==> src/rtl/adsr_envelope.sv <==
// ---------------------------------------------------------------------------
// adsr_envelope
//   Per-voice ADSR envelope generator followed by a VCA stage. The envelope
//   walks IDLE -> ATTACK -> DECAY -> SUSTAIN -> RELEASE -> IDLE, one level
//   step every 2**rate samples. The oscillator sample is scaled about
//   mid-scale by the current 8-bit level and registered.
//
// Ports
//   sample_clock  : sample-rate clock, all logic on its rising edge
//   reset         : asynchronous, active-high reset
//   gate          : note on (1) / off (0)
//   attack        : attack rate r, one level step every 2**r samples
//   decay         : decay rate, same encoding
//   sustain       : sustain level S4, effective level {S4,S4}
//   release_rate  : release rate, same encoding
//   in            : oscillator sample, unsigned, centred on 2**(BITDEPTH-1)
//   out           : enveloped sample, unsigned, same centre
//   level         : current envelope level
//   state         : IDLE=0 ATTACK=1 DECAY=2 SUSTAIN=3 RELEASE=4
//   busy          : high whenever state is not IDLE
// ---------------------------------------------------------------------------
module adsr_envelope #(
    parameter int BITDEPTH      = 12,
    parameter int PRESCALE_BITS = 16
) (
    input  logic                sample_clock,
    input  logic                reset,
    input  logic                gate,
    input  logic [3:0]          attack,
    input  logic [3:0]          decay,
    input  logic [3:0]          sustain,
    input  logic [3:0]          release_rate,
    input  logic [BITDEPTH-1:0] in,
    output logic [BITDEPTH-1:0] out,
    output logic [7:0]          level,
    output logic [2:0]          state,
    output logic                busy
);

    typedef enum logic [2:0] {
        ST_IDLE    = 3'd0,
        ST_ATTACK  = 3'd1,
        ST_DECAY   = 3'd2,
        ST_SUSTAIN = 3'd3,
        ST_RELEASE = 3'd4
    } state_t;

    localparam logic [BITDEPTH-1:0]      MID    = {1'b1, {(BITDEPTH-1){1'b0}}};
    localparam logic [PRESCALE_BITS-1:0] P_ZERO = {PRESCALE_BITS{1'b0}};
    localparam logic [PRESCALE_BITS-1:0] P_ONE  = {{(PRESCALE_BITS-1){1'b0}}, 1'b1};

    state_t                   state_r;
    logic [7:0]               level_r;
    logic [PRESCALE_BITS-1:0] prescaler_r;
    logic                     gate_d_r;
    logic                     busy_r;
    logic [BITDEPTH-1:0]      out_r;

    logic [3:0]               rate_s;
    logic [PRESCALE_BITS-1:0] limit_s;
    logic                     step_s;
    logic                     rise_s;
    logic                     fall_s;
    logic [7:0]               sus_level_s;

    assign rise_s      = gate & ~gate_d_r;
    assign fall_s      = ~gate & gate_d_r;
    assign sus_level_s = {sustain, sustain};

    // Select the rate that paces the current phase.
    always_comb begin
        rate_s = 4'd0;
        case (state_r)
            ST_ATTACK:  rate_s = attack;
            ST_DECAY:   rate_s = decay;
            ST_RELEASE: rate_s = release_rate;
            default:    rate_s = 4'd0;
        endcase
    end

    // A step fires when the prescaler has counted 2**rate samples.
    assign limit_s = (P_ONE << rate_s) - P_ONE;
    assign step_s  = (prescaler_r == limit_s);

    // Envelope state machine: state, level, prescaler, gate history, busy.
    always_ff @(posedge sample_clock or posedge reset) begin
        if (reset) begin
            state_r     <= ST_IDLE;
            level_r     <= 8'd0;
            prescaler_r <= P_ZERO;
            gate_d_r    <= 1'b0;
            busy_r      <= 1'b0;
        end else begin
            gate_d_r <= gate;
            if (rise_s) begin
                // Retrigger keeps the current level so the attack is click-free.
                state_r     <= ST_ATTACK;
                prescaler_r <= P_ZERO;
                busy_r      <= 1'b1;
            end else if (fall_s && (state_r == ST_ATTACK || state_r == ST_DECAY ||
                                    state_r == ST_SUSTAIN)) begin
                state_r     <= ST_RELEASE;
                prescaler_r <= P_ZERO;
                busy_r      <= 1'b1;
            end else begin
                case (state_r)
                    ST_IDLE: begin
                        level_r     <= 8'd0;
                        prescaler_r <= P_ZERO;
                        busy_r      <= 1'b0;
                    end
                    ST_ATTACK: begin
                        if (level_r == 8'hFF) begin
                            state_r     <= ST_DECAY;
                            prescaler_r <= P_ZERO;
                        end else if (step_s) begin
                            level_r     <= level_r + 8'd1;
                            prescaler_r <= P_ZERO;
                            if (level_r == 8'hFE) begin
                                state_r <= ST_DECAY;
                            end else begin
                                state_r <= ST_ATTACK;
                            end
                        end else begin
                            prescaler_r <= prescaler_r + P_ONE;
                        end
                    end
                    ST_DECAY: begin
                        if (level_r <= sus_level_s) begin
                            state_r     <= ST_SUSTAIN;
                            prescaler_r <= P_ZERO;
                        end else if (step_s) begin
                            level_r     <= level_r - 8'd1;
                            prescaler_r <= P_ZERO;
                            if ((level_r - 8'd1) == sus_level_s) begin
                                state_r <= ST_SUSTAIN;
                            end else begin
                                state_r <= ST_DECAY;
                            end
                        end else begin
                            prescaler_r <= prescaler_r + P_ONE;
                        end
                    end
                    ST_SUSTAIN: begin
                        // Level is frozen; a new sustain value only matters in DECAY.
                        prescaler_r <= P_ZERO;
                    end
                    ST_RELEASE: begin
                        if (level_r == 8'd0) begin
                            state_r     <= ST_IDLE;
                            prescaler_r <= P_ZERO;
                            busy_r      <= 1'b0;
                        end else if (step_s) begin
                            level_r     <= level_r - 8'd1;
                            prescaler_r <= P_ZERO;
                            if (level_r == 8'd1) begin
                                state_r <= ST_IDLE;
                                busy_r  <= 1'b0;
                            end else begin
                                state_r <= ST_RELEASE;
                            end
                        end else begin
                            prescaler_r <= prescaler_r + P_ONE;
                        end
                    end
                    default: begin
                        state_r     <= ST_IDLE;
                        level_r     <= 8'd0;
                        prescaler_r <= P_ZERO;
                        busy_r      <= 1'b0;
                    end
                endcase
            end
        end
    end

    // VCA: signed offset from mid-scale times the unsigned level, floored /256.
    logic signed [BITDEPTH:0]   d_s;
    logic signed [BITDEPTH+9:0] p_s;
    logic [BITDEPTH-1:0]        out_nxt_s;
    logic                       unused_s;

    assign d_s = $signed({1'b0, in}) - $signed({1'b0, MID});
    assign p_s = $signed({{9{d_s[BITDEPTH]}}, d_s}) *
                 $signed({{(BITDEPTH+2){1'b0}}, level_r});
    // Bits [BITDEPTH+7:8] are the low bits of p >>> 8; the sum wraps back into range.
    assign out_nxt_s = MID + p_s[BITDEPTH+7:8];
    assign unused_s  = ^{p_s[BITDEPTH+9:BITDEPTH+8], p_s[7:0]};

    // Output register, one sample of latency from in/level.
    always_ff @(posedge sample_clock or posedge reset) begin
        if (reset) begin
            out_r <= MID;
        end else begin
            out_r <= out_nxt_s;
        end
    end

    assign out   = out_r;
    assign level = level_r;
    assign state = state_r;
    assign busy  = busy_r;

endmodule

==> config.mk <==
export PLATFORM = sky130hd
export DESIGN_NAME = adsr_envelope
export DESIGN_NICKNAME = d
export VERILOG_FILES = /design/src/rtl/adsr_envelope.sv
export SDC_FILE = /design/constraint.sdc
export NUM_CORES = 1
export LEC_CHECK = 0
export BUFFER_PORTS_ARGS = -buffer_cell sky130_fd_sc_hd__buf_4
export CAP_MARGIN = 20
export CORE_MARGIN = 2
export CORE_UTILIZATION = 30
export CTS_CLUSTER_SIZE = 28
export DETAILED_ROUTE_END_ITERATION = 10
export SLEW_MARGIN = 10
export SYNTH_ARGS = -nofsm -noshare
export SYNTH_HDL_FRONTEND = slang
export SYNTH_SLANG_ARGS = --single-unit
export TNS_END_PERCENT = 10
==> constraint.sdc <==
create_clock -name sample_clock -period 9.1 [get_ports sample_clock]
set_input_delay 0.455 -clock sample_clock [delete_from_list [all_inputs] [get_ports sample_clock]]
set_output_delay 0.455 -clock sample_clock [all_outputs]
set_load 0.02 [all_outputs]
==> key figures <==
Status
  – Status: completed

Logic synthesis
  – Synth async-reset ratio: 1.00
  – Sequential fraction of the synthesis area: 0.159
  – Area leader, netlist: fa_1
  – Netlist cell types: 69
  – Post-synth EDFFs: 0
  – Commonest cells in the netlist: 107 x inv_1, 75 x fa_1, 66 x nand2_1, 54 x and2_1, 50 x ha_1
  – Number of synthesis warnings: 0
  – Synth top area share: 0.232
  – Synthesized flop and latch total: 41
  – Synth Area per Inst: between 8 and 9 um^2
  – Synth Instances: between 700 and 800
  – Post-synthesis instance area: 0.00646 mm^2
  – Ys flop type: dfrtp_1
  – Area contributors post-synth: fa_1 23%, dfrtp_1 15%, ha_1 9.7%
  – Count leader, synth: inv_1
  – Synth Net Count: 887

Clocking
  – Post-cts resize count: 0
  – CTS tree: yes
  – Cts bufs inserted: 5
  – Max Buffers Root-to-Sink: 2
  – CTS H-tree depth: 2
  – Clock transition at path regs: approximately 0.07 ns
  – Root buffer cell: clkbuf_16
  – CTS Hold Bufs: 0
  – Post-CTS setup repair buffer count: 0
  – Clock sink total: slightly above 40
  – Worst-skew pair later-pin latency: 0.29 ns

STA
  – Fmax: around 180 MHz
  – Max-slew violations: 0
  – Final setup fails: 0
  – Worst rel slew slack: 0.305
  – Setup TNS: 0 ns
  – Final worst-path cycle share: 0.600
  – RSZ-0062 raised after global routing: no
  – Worst hold slack: approximately 0.31 ns
  – Skew final: between 0.008 and 0.009 ns
  – Final setup margin: 3.64 ns
  – Worst slew pin tran: ~1.0 ns
  – Hold Fails Final Rpt: 0
  – Min Clock Period, post-route: 5.46 ns

Layout
  – Final std cells w/o fill: 1041
  – Area grow syn2layout: 11.8%
  – NumNets Final: 921
  – Layout cells sized above 1: 0.129
  – Final antenna diode count: 0
  – Fill cell count: 2180

Detailed routing
  – DRC Markers: 0
  – Wl on met1: between 6000 and 7000 um
  – Top sig layer: met4
  – Via count: roughly 5100
  – Routed Wire Length: 14800 um
  – Router iterations before antenna repair: 5
  – Routed WL per cell: about 14 um
  – DR vias/cell: between 4 and 5
  – ANT nets after route: 0
  – Met3 wire length: around 860 um
  – Met2 wire len: about 6700 um
  – Initial drt markers: between 200 and 250

Floorplan
  – Die area: around 0.023 mm^2
  – Die Y: between 150 and 200 um
  – Core box area: roughly 0.021 mm^2
  – Die X: 151 um
  – Initial core utilization: 0.306
  – I/O pin cnt: 55
  – Site Rows: 53

Flow run
  – Max cap viols: 0

Setup path
  – Critical Path Fanout Max: 23
  – Worst path required time: approximately 9.3 ns
  – Worst path slowest cell: dfrtp_1
  – Critical path endpoint category: flip-flop
  – Critical Path Source Type: flip-flop
  – Slowest cell delay on critical path: around 0.85 ns
  – Signal arrival time at the worst endpoint: between 5 and 6 ns
  – Critical path type: flip-flop to flip-flop
  – Critical path cell sequence: nand2_1 > fa_1 > fa_1 > inv_1 > ha_1 > inv_1 > fa_1 > inv_1 > ha_1 > nand4b_1 > o41ai_1 > a31oi_1 > o31ai_1 > nand3_1 > a21o_1 > a31oi_1 > nor2_1 > xnor2_1

Place
  – HPWL after detailed placement: 11400 um
  – Post-Place Setup Slack: 3.64 ns
  – I/O Buffers: 54
  – Gpl congestion: a little over 0.8
  – DP Cell Count: 1033

Power and ir drop
  – Clock share of power: 0.080
  – Share of power burned in registers: 0.140
  – Switching Share: 0.526
  – Leakage: between 0.003 and 0.004 uW
  – Switching pwr: ~1200 uW
  – Logic pwr share: 0.780
  – Pwr dens: 322 mW/mm^2
  – Maximum VDD drop: approximately 80 uV
  – Pint: ~1100 uW

GRT
  – First-pass GRT wire length: approximately 25000 um
  – Grt ovf: 0
  – Vias in the first global route: 5152
  – Initial antenna violation count: 0
  – Largest net degree at the start of global routing: 42
  – Gr usage total: 0.139

Min path
  – Hold Path Class: input pin to flip-flop
critical path, delay by kind of cell, from the launching register on:
kind | cells | cell delay (ns)
flops | 1 | 0.85
compound gates | 5 | 1.61
buf+inv | 3 | 0.14
fa+ha+maj | 5 | 2.12
xor+xnor | 1 | 0.15
simple gates | 4 | 0.52
per-stage QoR:
stage	util	power (uW)	instance area, um^2
after global routing	0.342	2640	7220
after CTS	0.342	2360	7220
after global placement	0.335	2140	7070
after detailed placement	0.335	2140	7070
after floorplan	-	1740	6460
final	0.342	2320	7220
registers in the layout, summed over array words and instances (netlist names):
name	cells
prescaler_r	16
busy	1
level	8
state	3
out	12
gate_d_r	1
logic make-up (layout without fill, tap and decap cells):
family                   count (synthesis)  in the layout  share of synthesized area
flip-flops                              41             41                      0.159
adder cells (fa/ha/maj)                125            125                      0.329
buffers and inverters                  139            174                     0.0893
multiplexers                             2              2                    0.00310
AND/OR/NAND/NOR                        276            276                      0.242
AO/OA/AOI/OAI                          103            103                      0.116
XOR/XNOR                                45             45                     0.0610
power groups by stage:
stage,clock network (uW),registers (uW),logic (uW)
after floorplan,0,337,1400
after global placement,0,328,1810
after detailed placement,0,328,1810
after CTS,194,326,1840
after global routing,203,336,2100
final,186,325,1810
cell type report:
class,count,area [um^2],share of cell area
multi-input combinational,551,4850,0.672
sequential,41,1030,0.142
timing repair buffer,59,443,0.0613
inverter,107,402,0.0556
tap,275,344,0.0477
clock buffer,5,125,0.0173
clock inverter,3,25.0,0.00347
metal layers:
layer / vias to the layer above / track usage
li1: 2473 / -
met1: 2466 / 0.195
met2: 110 / 0.223
met3: 12 / 0.0227
met4: 0 / 0.0341
met5: - / 0
final timing paths:
check / depth (start not counted) / from / slack [ns] / endpoint
setup / recovery: 18 / level[2] / 3.64 / out[11]
hold / removal: 1 / gate / 0.31 / gate_d_r
setup reg to reg: 18 / level[2] / 3.64 / out[11]
hold reg to reg: 1 / busy / 0.56 / busy
max in group asynchronous: 2 / reset / 8.15 / level[0]
min in group asynchronous: 2 / reset / 0.37 / out[8]
cells in the final DEF (no fill, tap or decap), types with 3 or more instances in the layout:
cell / synthesis / final
o22ai_1: 5 / 5
ha_1: 50 / 50
dfrtp_1: 40 / 40
fa_1: 75 / 75
and4_1: 3 / 3
nand4_1: 4 / 4
clkbuf_16: 0 / 5
a211oi_1: 3 / 3
and3_1: 10 / 10
nor4_1: 7 / 7
nor2_2: 3 / 3
buf_4: 3 / 59
o31ai_2: 3 / 3
o31ai_1: 5 / 5
nor2_4: 8 / 8
and2_1: 54 / 54
a221oi_2: 3 / 3
nand2_1: 66 / 66
nand4bb_1: 3 / 3
nor2_1: 44 / 44
nand2b_1: 10 / 10
xnor2_1: 27 / 27
a31oi_1: 6 / 6
o21ai_0: 21 / 21
a21oi_1: 20 / 20
inv_1: 107 / 106
a22oi_1: 3 / 3
a21o_1: 5 / 5
xor2_1: 18 / 18
o21a_1: 8 / 8
nor2b_1: 9 / 9
nor3_1: 13 / 13
nand3_1: 20 / 20
a221o_1: 4 / 4
(Power assumes the default switching activity.)
